==> config.mk <==
export PLATFORM = sky130hd
export DESIGN_NAME = regfile_write_arbiter_flat
export DESIGN_NICKNAME = d
export VERILOG_FILES = /design/src/rtl/regfile_write_arbiter_if.sv /design/src/rtl/regfile_write_arbiter.sv /design/src/flat_wrapper.sv
export SDC_FILE = /design/constraint.sdc
export NUM_CORES = 1
export LEC_CHECK = 0
export ABC_AREA = 0
export CAP_MARGIN = 25
export CELL_PAD_IN_SITES_DETAIL_PLACEMENT = 0
export CELL_PAD_IN_SITES_GLOBAL_PLACEMENT = 1
export CORE_ASPECT_RATIO = 0.8
export CORE_MARGIN = 10
export CORE_UTILIZATION = 40
export CTS_CLUSTER_SIZE = 10
export DETAILED_ROUTE_END_ITERATION = 8
export GPL_ROUTABILITY_DRIVEN = 0
export PLACE_DENSITY_LB_ADDON = 0.08
export SYNTH_ARGS = -nofsm -noshare
export SYNTH_HDL_FRONTEND = slang
export SYNTH_SLANG_ARGS = --single-unit
==> constraint.sdc <==
create_clock -name clk -period 6.8 [get_ports clk]
set_input_delay 1.36 -clock clk [delete_from_list [all_inputs] [get_ports clk]]
set_output_delay 1.36 -clock clk [all_outputs]
set_load 0.02 [all_outputs]
==> src/rtl/regfile_write_arbiter_if.sv <==
// -----------------------------------------------------------------------------
// regfile_write_arbiter_if
// Groups the arbiter's bus signals into one bundle.
//   writeback   : wb_en, wb_reg, wb_data
//   multi-cycle : mc_valid, mc_ready, mc_reg, mc_data
//   scoreboard  : issue_en, issue_reg, chk_rs1, chk_rs2, chk_rd, busy
//   reg file    : rf_wr_en, rf_wr_reg, rf_wr_data
//   status      : pipe_stall, fifo_level, idle
// Modports: slave  = the arbiter (consumes requests, produces writes/status)
//           master = the surrounding pipeline / testbench
// -----------------------------------------------------------------------------
interface regfile_write_arbiter_if #(
  parameter int FIFO_DEPTH = 2
);
  logic                          wb_en;
  logic [4:0]                    wb_reg;
  logic [31:0]                   wb_data;
  logic                          mc_valid;
  logic                          mc_ready;
  logic [4:0]                    mc_reg;
  logic [31:0]                   mc_data;
  logic                          issue_en;
  logic [4:0]                    issue_reg;
  logic [4:0]                    chk_rs1;
  logic [4:0]                    chk_rs2;
  logic [4:0]                    chk_rd;
  logic                          busy;
  logic                          pipe_stall;
  logic                          rf_wr_en;
  logic [4:0]                    rf_wr_reg;
  logic [31:0]                   rf_wr_data;
  logic [$clog2(FIFO_DEPTH):0]   fifo_level;
  logic                          idle;

  modport slave (
    input  wb_en, wb_reg, wb_data,
    input  mc_valid, mc_reg, mc_data,
    input  issue_en, issue_reg, chk_rs1, chk_rs2, chk_rd,
    output mc_ready, busy, pipe_stall,
    output rf_wr_en, rf_wr_reg, rf_wr_data,
    output fifo_level, idle
  );

  modport master (
    output wb_en, wb_reg, wb_data,
    output mc_valid, mc_reg, mc_data,
    output issue_en, issue_reg, chk_rs1, chk_rs2, chk_rd,
    input  mc_ready, busy, pipe_stall,
    input  rf_wr_en, rf_wr_reg, rf_wr_data,
    input  fifo_level, idle
  );
endinterface

==> src/rtl/regfile_write_arbiter.sv <==
// -----------------------------------------------------------------------------
// regfile_write_arbiter
// Shares the single register-file write port between writeback (always wins)
// and a multi-cycle unit whose results wait in a small FIFO. A 32-bit pending
// scoreboard flags registers with an in-flight multi-cycle result.
// Ports:
//   clk  - clock, all state on rising edge
//   rst  - asynchronous active-high reset
//   bus  - regfile_write_arbiter_if.slave (writeback, mc, scoreboard, rf, status)
// Parameters: FIFO_DEPTH (power of two, >= 2), STARVE_LIMIT (guard only)
// Optional feature: define RFWA_STARVE_GUARD_EN to build the starvation guard
// that raises pipe_stall when the FIFO head has waited STARVE_LIMIT cycles.
// -----------------------------------------------------------------------------
module regfile_write_arbiter #(
  parameter int FIFO_DEPTH   = 2,
  parameter int STARVE_LIMIT = 4
) (
  input  logic                   clk,
  input  logic                   rst,
  regfile_write_arbiter_if.slave bus
);
  localparam int AW = $clog2(FIFO_DEPTH);

  logic [4:0]  r_fifo_reg  [FIFO_DEPTH];
  logic [31:0] r_fifo_data [FIFO_DEPTH];
  logic [AW:0] r_wr_ptr;
  logic [AW:0] r_rd_ptr;
  logic [31:0] r_pending;
  logic        r_rf_wr_en;
  logic [4:0]  r_rf_wr_reg;
  logic [31:0] r_rf_wr_data;

  logic        w_empty;
  logic        w_full;
  logic        w_wb_eff;
  logic        w_push;
  logic        w_pop;
  logic        w_store;
  logic        w_sel_en;
  logic [4:0]  w_sel_reg;
  logic [31:0] w_sel_data;
  logic        w_mc_commit;
  logic [4:0]  w_mc_reg;
  logic [31:0] w_pend_next;
  logic [4:0]  w_head_reg;
  logic [31:0] w_head_data;

  // Pointers carry an extra wrap bit: equal = empty, only MSB differs = full.
  assign w_empty     = (r_wr_ptr == r_rd_ptr);
  assign w_full      = (r_wr_ptr[AW] != r_rd_ptr[AW]) &&
                       (r_wr_ptr[AW-1:0] == r_rd_ptr[AW-1:0]);
  assign w_head_reg  = r_fifo_reg[r_rd_ptr[AW-1:0]];
  assign w_head_data = r_fifo_data[r_rd_ptr[AW-1:0]];
  assign w_wb_eff    = bus.wb_en && (bus.wb_reg != 5'd0);
  // Ready looks only at "full": a same-cycle pop never frees a slot for a push.
  assign w_push      = bus.mc_valid && !w_full;

  // Write-slot selection: writeback, else FIFO head, else same-cycle bypass.
  always_comb begin
    w_sel_en    = 1'b0;
    w_sel_reg   = r_rf_wr_reg;
    w_sel_data  = r_rf_wr_data;
    w_pop       = 1'b0;
    w_store     = w_push;
    w_mc_commit = 1'b0;
    w_mc_reg    = 5'd0;
    if (w_wb_eff) begin
      w_sel_en   = 1'b1;
      w_sel_reg  = bus.wb_reg;
      w_sel_data = bus.wb_data;
    end else if (!w_empty) begin
      w_pop       = 1'b1;
      w_sel_en    = (w_head_reg != 5'd0);
      w_sel_reg   = w_head_reg;
      w_sel_data  = w_head_data;
      w_mc_commit = 1'b1;
      w_mc_reg    = w_head_reg;
    end else if (w_push) begin
      // Bypass: the result goes straight to the write port and is never stored.
      w_store     = 1'b0;
      w_sel_en    = (bus.mc_reg != 5'd0);
      w_sel_reg   = bus.mc_reg;
      w_sel_data  = bus.mc_data;
      w_mc_commit = 1'b1;
      w_mc_reg    = bus.mc_reg;
    end else begin
      w_sel_en = 1'b0;
    end
  end

  // Scoreboard update: clear on mc commit, then set on issue so set wins.
  always_comb begin
    w_pend_next = r_pending;
    if (w_mc_commit) begin
      w_pend_next[w_mc_reg] = 1'b0;
    end else begin
      w_pend_next = w_pend_next;
    end
    if (bus.issue_en) begin
      w_pend_next[bus.issue_reg] = 1'b1;
    end else begin
      w_pend_next = w_pend_next;
    end
    w_pend_next[0] = 1'b0;
  end

  // Control state: pointers, scoreboard and registered write port.
  always_ff @(posedge clk or posedge rst) begin
    if (rst) begin
      r_wr_ptr     <= '0;
      r_rd_ptr     <= '0;
      r_pending    <= 32'd0;
      r_rf_wr_en   <= 1'b0;
      r_rf_wr_reg  <= 5'd0;
      r_rf_wr_data <= 32'd0;
    end else begin
      if (w_store) r_wr_ptr <= r_wr_ptr + {{AW{1'b0}}, 1'b1};
      if (w_pop)   r_rd_ptr <= r_rd_ptr + {{AW{1'b0}}, 1'b1};
      r_pending    <= w_pend_next;
      r_rf_wr_en   <= w_sel_en;
      r_rf_wr_reg  <= w_sel_reg;
      r_rf_wr_data <= w_sel_data;
    end
  end

  // FIFO storage; contents are don't-care while the pointers say empty.
  always_ff @(posedge clk) begin
    if (w_store) begin
      r_fifo_reg[r_wr_ptr[AW-1:0]]  <= bus.mc_reg;
      r_fifo_data[r_wr_ptr[AW-1:0]] <= bus.mc_data;
    end
  end

  assign bus.mc_ready   = !w_full;
  assign bus.busy       = r_pending[bus.chk_rs1] | r_pending[bus.chk_rs2] |
                          r_pending[bus.chk_rd];
  assign bus.idle       = w_empty && (r_pending == 32'd0) && !r_rf_wr_en;
  assign bus.fifo_level = r_wr_ptr - r_rd_ptr;
  assign bus.rf_wr_en   = r_rf_wr_en;
  assign bus.rf_wr_reg  = r_rf_wr_reg;
  assign bus.rf_wr_data = r_rf_wr_data;

`ifdef RFWA_STARVE_GUARD_EN
  localparam int CW = $clog2(STARVE_LIMIT + 1);

  logic [CW-1:0] r_starve_cnt;
  logic [CW-1:0] w_cnt_next;
  logic          r_pipe_stall;

  // Wait counter saturates at the limit so the stall holds until a pop.
  always_comb begin
    w_cnt_next = {CW{1'b0}};
    if (!w_empty && !w_pop) begin
      if (r_starve_cnt == CW'(STARVE_LIMIT)) begin
        w_cnt_next = r_starve_cnt;
      end else begin
        w_cnt_next = r_starve_cnt + CW'(1);
      end
    end else begin
      w_cnt_next = {CW{1'b0}};
    end
  end

  // Starvation counter and registered stall request.
  always_ff @(posedge clk or posedge rst) begin
    if (rst) begin
      r_starve_cnt <= {CW{1'b0}};
      r_pipe_stall <= 1'b0;
    end else begin
      r_starve_cnt <= w_cnt_next;
      r_pipe_stall <= (w_cnt_next == CW'(STARVE_LIMIT));
    end
  end

  assign bus.pipe_stall = r_pipe_stall;
`else
  assign bus.pipe_stall = 1'b0;
`endif

endmodule

==> src/flat_wrapper.sv <==
// flat-port wrapper written by rule: the top's interface ports become plain ports
module regfile_write_arbiter_flat 
#(
  parameter int FIFO_DEPTH   = 2,
  parameter int STARVE_LIMIT = 4
)
  (clk, rst, bus_wb_en, bus_wb_reg, bus_wb_data, bus_mc_valid, bus_mc_reg, bus_mc_data, bus_issue_en, bus_issue_reg, bus_chk_rs1, bus_chk_rs2, bus_chk_rd, bus_mc_ready, bus_busy, bus_pipe_stall, bus_rf_wr_en, bus_rf_wr_reg, bus_rf_wr_data, bus_fifo_level, bus_idle);
  regfile_write_arbiter_if #(.FIFO_DEPTH(FIFO_DEPTH)) bus_i ();
  input  logic clk;
  input  logic rst;
  input wire logic [$bits(bus_i.wb_en)-1:0] bus_wb_en;
  input wire logic [$bits(bus_i.wb_reg)-1:0] bus_wb_reg;
  input wire logic [$bits(bus_i.wb_data)-1:0] bus_wb_data;
  input wire logic [$bits(bus_i.mc_valid)-1:0] bus_mc_valid;
  input wire logic [$bits(bus_i.mc_reg)-1:0] bus_mc_reg;
  input wire logic [$bits(bus_i.mc_data)-1:0] bus_mc_data;
  input wire logic [$bits(bus_i.issue_en)-1:0] bus_issue_en;
  input wire logic [$bits(bus_i.issue_reg)-1:0] bus_issue_reg;
  input wire logic [$bits(bus_i.chk_rs1)-1:0] bus_chk_rs1;
  input wire logic [$bits(bus_i.chk_rs2)-1:0] bus_chk_rs2;
  input wire logic [$bits(bus_i.chk_rd)-1:0] bus_chk_rd;
  output wire logic [$bits(bus_i.mc_ready)-1:0] bus_mc_ready;
  output wire logic [$bits(bus_i.busy)-1:0] bus_busy;
  output wire logic [$bits(bus_i.pipe_stall)-1:0] bus_pipe_stall;
  output wire logic [$bits(bus_i.rf_wr_en)-1:0] bus_rf_wr_en;
  output wire logic [$bits(bus_i.rf_wr_reg)-1:0] bus_rf_wr_reg;
  output wire logic [$bits(bus_i.rf_wr_data)-1:0] bus_rf_wr_data;
  output wire logic [$bits(bus_i.fifo_level)-1:0] bus_fifo_level;
  output wire logic [$bits(bus_i.idle)-1:0] bus_idle;
  assign bus_i.wb_en = bus_wb_en;
  assign bus_i.wb_reg = bus_wb_reg;
  assign bus_i.wb_data = bus_wb_data;
  assign bus_i.mc_valid = bus_mc_valid;
  assign bus_i.mc_reg = bus_mc_reg;
  assign bus_i.mc_data = bus_mc_data;
  assign bus_i.issue_en = bus_issue_en;
  assign bus_i.issue_reg = bus_issue_reg;
  assign bus_i.chk_rs1 = bus_chk_rs1;
  assign bus_i.chk_rs2 = bus_chk_rs2;
  assign bus_i.chk_rd = bus_chk_rd;
  assign bus_mc_ready = bus_i.mc_ready;
  assign bus_busy = bus_i.busy;
  assign bus_pipe_stall = bus_i.pipe_stall;
  assign bus_rf_wr_en = bus_i.rf_wr_en;
  assign bus_rf_wr_reg = bus_i.rf_wr_reg;
  assign bus_rf_wr_data = bus_i.rf_wr_data;
  assign bus_fifo_level = bus_i.fifo_level;
  assign bus_idle = bus_i.idle;
  regfile_write_arbiter #(.FIFO_DEPTH(FIFO_DEPTH), .STARVE_LIMIT(STARVE_LIMIT)) u_core (.clk(clk), .rst(rst), .bus(bus_i));
endmodule
==> results of run 1 <==
==> path summary, 6_finish.rpt <==
path                                                 from                        end  slack, ns  depth (start not counted)
worst max-delay path                        bus_chk_rd[0]                   bus_busy       1.24                          7
worst min-delay path            u_core.bus.rf_wr_data[30]  u_core.bus.rf_wr_data[30]       0.52                          1
worst max register to register         u_core.r_rd_ptr[0]        u_core.r_pending[6]       3.88                          6
worst min register to register  u_core.bus.rf_wr_data[30]  u_core.bus.rf_wr_data[30]       0.52                          1
max in group asynchronous                             rst         u_core.r_rd_ptr[0]       4.91                          4
min in group asynchronous                             rst  u_core.bus.rf_wr_data[15]       1.31                          3
==> metal layers <==
layer	GRT usage [%]	wire (um)	vias to the layer above
met4	5.072	231	0
met1	24.53	10260	2916
met5	0	0	-
met3	6.391	1779	22
li1	-	-	2675
met2	25.99	9458	199
==> where the power goes <==
part           total, mW  internal (mW)  switching [mW]
registers           1.59           1.31           0.282
logic               1.99          0.849            1.14
clock network      0.897          0.507           0.390
==> stage by stage <==
step | total power, mW | hold WS [ns] | setup WS [ns]
2_1_floorplan | 2.789 | 0.5110 | 2.365
3_3_place_gp | 3.544 | 0.5000 | 1.242
3_5_place_dp | 3.597 | 0.5001 | 1.221
4_1_cts | 4.512 | 0.5228 | 1.211
5_1_grt | 4.774 | 0.5334 | 1.075
6_report | 4.477 | 0.5244 | 1.235
==> cell usage in the layout (no fill, tap or decap), types with 15 or more instances in the layout <==
cell             netlist  layout
nor2b_1               32      32
nor4_1                15      15
mux2i_1               18      18
a211oi_1              34      34
mux4_2                19      19
clkdlybuf4s50_1        0     141
dfrtp_1               73      72
nor3b_1               37      37
edfxtp_1              74      74
clkbuf_16              0      17
o21ai_0               84      84
o221a_1               28      28
nand2_1               19      18
==> cell type report <==
class,instances,share of cell area (%)
inverter,10,0.4021
sequential,147,41.98
tap,253,3.281
clock buffer,18,4.449
multi-input combinational,409,32.87
timing repair buffer,149,15.67
clock inverter,14,1.349
==> logic make-up (layout without fill, tap and decap cells) <==
kind of cell,after synthesis,count (layout),share of synthesized area (%)
AO/OA/AOI/OAI,198,198,19.02
XOR/XNOR,6,6,0.8045
adder cells (fa/ha/maj),1,1,0.1675
buffers and inverters,57,191,3.586
flip-flops,147,147,54.22
multiplexers,42,42,8.897
other,1,1,0.05022
AND/OR/NAND/NOR,161,161,13.25
==> worst register-to-register path, delay by kind of cell (launching register included) <==
kind | cells | cell delay, ns
AO/OA/AOI/OAI | 2 | 0.55
AND/OR/NAND/NOR | 2 | 1.03
adder cells (fa/ha/maj) | 1 | 0.53
buffers and inverters | 1 | 0.32
flip-flops | 1 | 0.40
==> flow_summary.json, run 1 <==
{
  "status": "finished clean",
  "cts.sinks": 147,
  "drt-initial-drc-count": 487,
  "finalSetupViolations": 0,
  "cp_data_required_time_ns": 5.44,
  "antenna_found_initial": 0,
  "rsz0062_at_grt": "no",
  "synth_edf_count": 74,
  "die_width_um": 172.8,
  "multi_input_area_mm2": 0.003171,
  "synthTopCellsByArea": "edfxtp_1 (30%), dfrtp_1 (24%), mux4_2 (5.7%)",
  "worstSetupPathType": "input port to output pin",
  "area_growth_syn_to_layout_pct": 29.19,
  "dieHeight_um": 142.2,
  "synth-main-ff-cell": "edfxtp_1",
  "worstPathArrival_ns": 4.20,
  "clk_latency_ns": 0.43,
  "cts_buffer_depth": 2,
  "track_usage_pct": 17.85,
  "root_buffer": "clkbuf_16",
  "initial_core_util_pct": 40.98,
  "yosys-top-cells-count": "o21ai_0 (84), edfxtp_1 (74), dfrtp_1 (73), nor3b_1 (37), a211oi_1 (34)",
  "dpl.cell_count": 967,
  "p_leak_nw": 3.334,
  "antennaDiodeCount": 0,
  "yosys_register_bits": 147,
  "postRouteAntennaNets": 0,
  "wl_per_cell_um": 21.73,
  "wl_um": 21730,
  "drv_slew": 0,
  "relSlewSlack_pct": 33.79,
  "drt-pass1-iter-count": 4,
  "start_kind": "input port",
  "cts_setup_buffers": 0,
  "crit_path_max_incr_delay_ns": 0.78,
  "cts_resized": 0,
  "grt_pass1_vias": 6051,
  "fp-row-count": 44,
  "final_net_count": 834,
  "worstMarginPinSlew_ns": 0.9932,
  "cp_num_buf_inv": 2,
  "fin_area_mm2": 0.009647,
  "h-tree-depth": 4,
  "ys.warnings.count": 0,
  "synth_top_area_share_pct": 29.76,
  "fin_setup_tns_ns": 0,
  "cpMostUsedCell": "clkdlybuf4s50_1",
  "min_path_type": "flip-flop to flip-flop",
  "final_layout_size_suffix_gt1_share_pct": 11.11,
  "syn_nets": 713,
  "fin_util_pct": 52.94,
  "coreArea_mm2": 0.01822,
  "yosys.cell_count.top_type": "o21ai_0",
  "drc": 0,
  "synth_top_area_cell": "edfxtp_1",
  "syn_inst": 613,
  "skew_ns": 0.009864,
  "dieArea_mm2": 0.02457,
  "dp_hpwl_um": 14680,
  "fmax_mhz": 179.7,
  "yosysSeqAreaShare_pct": 54.22,
  "ir_drop_v": 0.0002485,
  "fillCellCount": 1592,
  "cap_violations": 0,
  "post_drt_via_cell_ratio": 5.812,
  "dpl_cell_area_mm2": 0.009060,
  "fin_crit_sh_pct": 81.84,
  "path_delay_family": "buffers and inverters",
  "largest_reg_flops": 64,
  "critPathSlowestCell": "clkdlybuf4s50_1",
  "io_buffers": 141,
  "syn-cell-area_mm2": 0.007467,
  "crit_chain": "clkdlybuf4s50_1 > mux4_2 > mux2_2 > and3_1 > a2111oi_2 > nand4_1 > clkdlybuf4s50_1",
  "grt_overflow": 0,
  "power.density_mw_per_mm2": 464.1,
  "final_cells": 1000,
  "regArea_mm2": 0.004050,
  "ys_async_sr_fraction_pct": 49.66,
  "grt_pass1_wl_um": 35000,
  "synth_area_per_cell_um2": 12.18,
  "holdBufCountCts": 0,
  "end_kind": "output pin",
  "post-route-min-period_ns": 5.565,
  "numCtsBuffers": 17,
  "cp_max_fo": 11,
  "ioPinCount": 143,
  "yosysUniqueCellTypes": 63,
  "cts_tree": "built",
  "grt_max_degree": 74,
  "finalHoldViolations": 0,
  "path_clk_slew_ns": 0.06,
  "vias": 5812
}
Note: power is estimated with default switching activity, not from simulation.
==> run 2: changes to the inputs <==
--- a/config.mk
+++ b/config.mk
@@ -11,7 +11,7 @@
 export CELL_PAD_IN_SITES_GLOBAL_PLACEMENT = 1
 export CORE_ASPECT_RATIO = 0.8
 export CORE_MARGIN = 10
-export CORE_UTILIZATION = 40
+export CORE_UTILIZATION = 38
 export CTS_CLUSTER_SIZE = 10
 export DETAILED_ROUTE_END_ITERATION = 8
 export GPL_ROUTABILITY_DRIVEN = 0
==> constraint.sdc (replaced) <==
create_clock -name clk -period 4.9 [get_ports clk]
set_input_delay 0.98 -clock clk [delete_from_list [all_inputs] [get_ports clk]]
set_output_delay 0.98 -clock clk [all_outputs]
set_load 0.02 [all_outputs]
==> run 2 against run 1 <==
Die area grew 4.6%. Register-to-register slack lost 1.9 ns. Power grew 41%. Worst hold slack lost 0.0026 ns. Final area grew 0.65%. Final cell count grew 1.0%. Flip-flop and latch count is the same. Clock-buffer cell count is the same. Sequential share of layout area shrank 0.27 points. Critical path depth is the same. Largest cell class unchanged. Largest power group unchanged. Highest routed layer unchanged.
==> flow_summary.json, run 2 (synthesized netlist as in run 1, its figures left out) <==
{
  "min_path_type": "flip-flop to flip-flop",
  "area_growth_syn_to_layout_pct": 30.03,
  "coreArea_mm2": 0.01914,
  "crit_path_max_incr_delay_ns": 0.57,
  "worstPathArrival_ns": 3.58,
  "r2r_cells": 6,
  "reg2reg_slack_ns": 1.99,
  "ioPinCount": 143,
  "cp_num_buf_inv": 2,
  "dieHeight_um": 145.4,
  "setup_ws_ns": 0.3390,
  "relSlewSlack_pct": 30.80,
  "wl_per_cell_um": 21.93,
  "dieArea_mm2": 0.02569,
  "cts_buffer_depth": 2,
  "largest_reg_flops": 64,
  "multi_input_area_mm2": 0.003166,
  "min_path_cells": 1,
  "fin_crit_sh_pct": 93.08,
  "start_kind": "input port",
  "power.density_mw_per_mm2": 651.4,
  "rsz0062_at_grt": "no",
  "post-route-min-period_ns": 4.561,
  "holdPathEnd": "u_core.bus.rf_wr_data[30]",
  "die_width_um": 176.7,
  "fillCellCount": 1697,
  "grt_max_degree": 73,
  "p_total_mw": 6.325,
  "regArea_mm2": 0.004050,
  "finalSetupViolations": 0,
  "fin_setup_tns_ns": 0,
  "cpMostUsedCell": "clkdlybuf4s50_1",
  "antennaDiodeCount": 0,
  "cts_setup_buffers": 0,
  "cts_tree": "built",
  "crit_cells": 7,
  "path_clk_slew_ns": 0.06,
  "grt_pass1_wl_um": 35310,
  "cts.sinks": 147,
  "drc": 0,
  "drt-initial-drc-count": 535,
  "critPathSlowestCell": "clkdlybuf4s50_1",
  "track_usage_pct": 17.22,
  "skew_ns": 0.009805,
  "end_kind": "output pin",
  "drt-pass1-iter-count": 7,
  "dp_slack_ns": 0.3311,
  "fin_area_mm2": 0.009709,
  "io_buffers": 141,
  "path_delay_family": "buffers and inverters",
  "fin_util_pct": 50.72,
  "antenna_found_initial": 0,
  "hold_path.startpoint": "u_core.bus.rf_wr_data[30]",
  "cp_max_fo": 3,
  "hold-worst-slack_ns": 0.5218,
  "final_layout_size_suffix_gt1_share_pct": 11.57,
  "cap_violations": 0,
  "cts_resized": 0,
  "root_buffer": "clkbuf_16",
  "dp_hpwl_um": 15130,
  "dpl_cell_area_mm2": 0.009106,
  "fp-row-count": 45,
  "grt_pass1_vias": 6076,
  "mostFrequentLayoutCells": "clkdlybuf4s50_1 (141), o21ai_0 (84), edfxtp_1 (74)",
  "drv_slew": 0,
  "finalHoldViolations": 0,
  "p_leak_nw": 3.369,
  "h-tree-depth": 4,
  "worstSetupPathType": "input port to output pin",
  "clk_latency_ns": 0.42,
  "fmax_mhz": 219.2,
  "initial_core_util_pct": 39.01,
  "crit_chain": "clkdlybuf4s50_1 > mux4_2 > mux2_2 > and3_1 > a2111oi_2 > nand4_1 > clkdlybuf4s50_1",
  "worstReg2RegEnd": "u_core.r_pending[2]",
  "final_common_cell": "clkdlybuf4s50_1",
  "dpl.cell_count": 977,
  "worstMarginPinSlew_ns": 1.038,
  "post_drt_via_cell_ratio": 5.777,
  "postRouteAntennaNets": 0,
  "final_cells": 1010,
  "wl_um": 22150,
  "cp_data_required_time_ns": 3.92,
  "grt_overflow": 0,
  "numCtsBuffers": 17,
  "reg2reg_from": "u_core.r_rd_ptr[0]",
  "final_net_count": 839,
  "status": "finished clean",
  "vias": 5835,
  "holdBufCountCts": 0,
  "ir_drop_v": 0.0003508
}
## run 2: layout make-up
class,count,share of cell area (%)
clock buffers,18,4.420
clock inverters,14,1.585
inverters,10,0.3995
multi-input cells,409,32.60
flip-flops and latches,147,41.71
well taps,258,3.325
repair buffers,154,15.95
## run 2: worst max-delay path by stage
stage	from	to	slack, ns
after floorplan	bus_chk_rd[0]	bus_busy	1.23
after detailed placement	bus_chk_rs2[1]	bus_busy	0.33
after global placement	bus_chk_rs2[1]	bus_busy	0.36
after CTS	bus_chk_rd[0]	bus_busy	0.32
after global routing	bus_chk_rs2[1]	bus_busy	0.20
final	bus_chk_rd[0]	bus_busy	0.34
## run 2: layer usage
| metal | track usage, % | part of all wire, % | up-vias | wire length (um) |
|---|---|---|---|---|
| met5 | 0 | 0 | - | 0 |
| met4 | 4.700 | 0.99 | 0 | 219 |
| met3 | 5.256 | 8.0 | 23 | 1770 |
| met2 | 24.39 | 44 | 217 | 9703 |
| met1 | 24.77 | 47 | 2909 | 10450 |
| li1 | - | - | 2686 | - |
## run 2: power breakdown
group	internal [mW]	leakage, nW	switching, mW
Sequential	1.81	1.53	0.391
Combinational	1.22	1.56	1.61
Clock	0.757	0.285	0.535
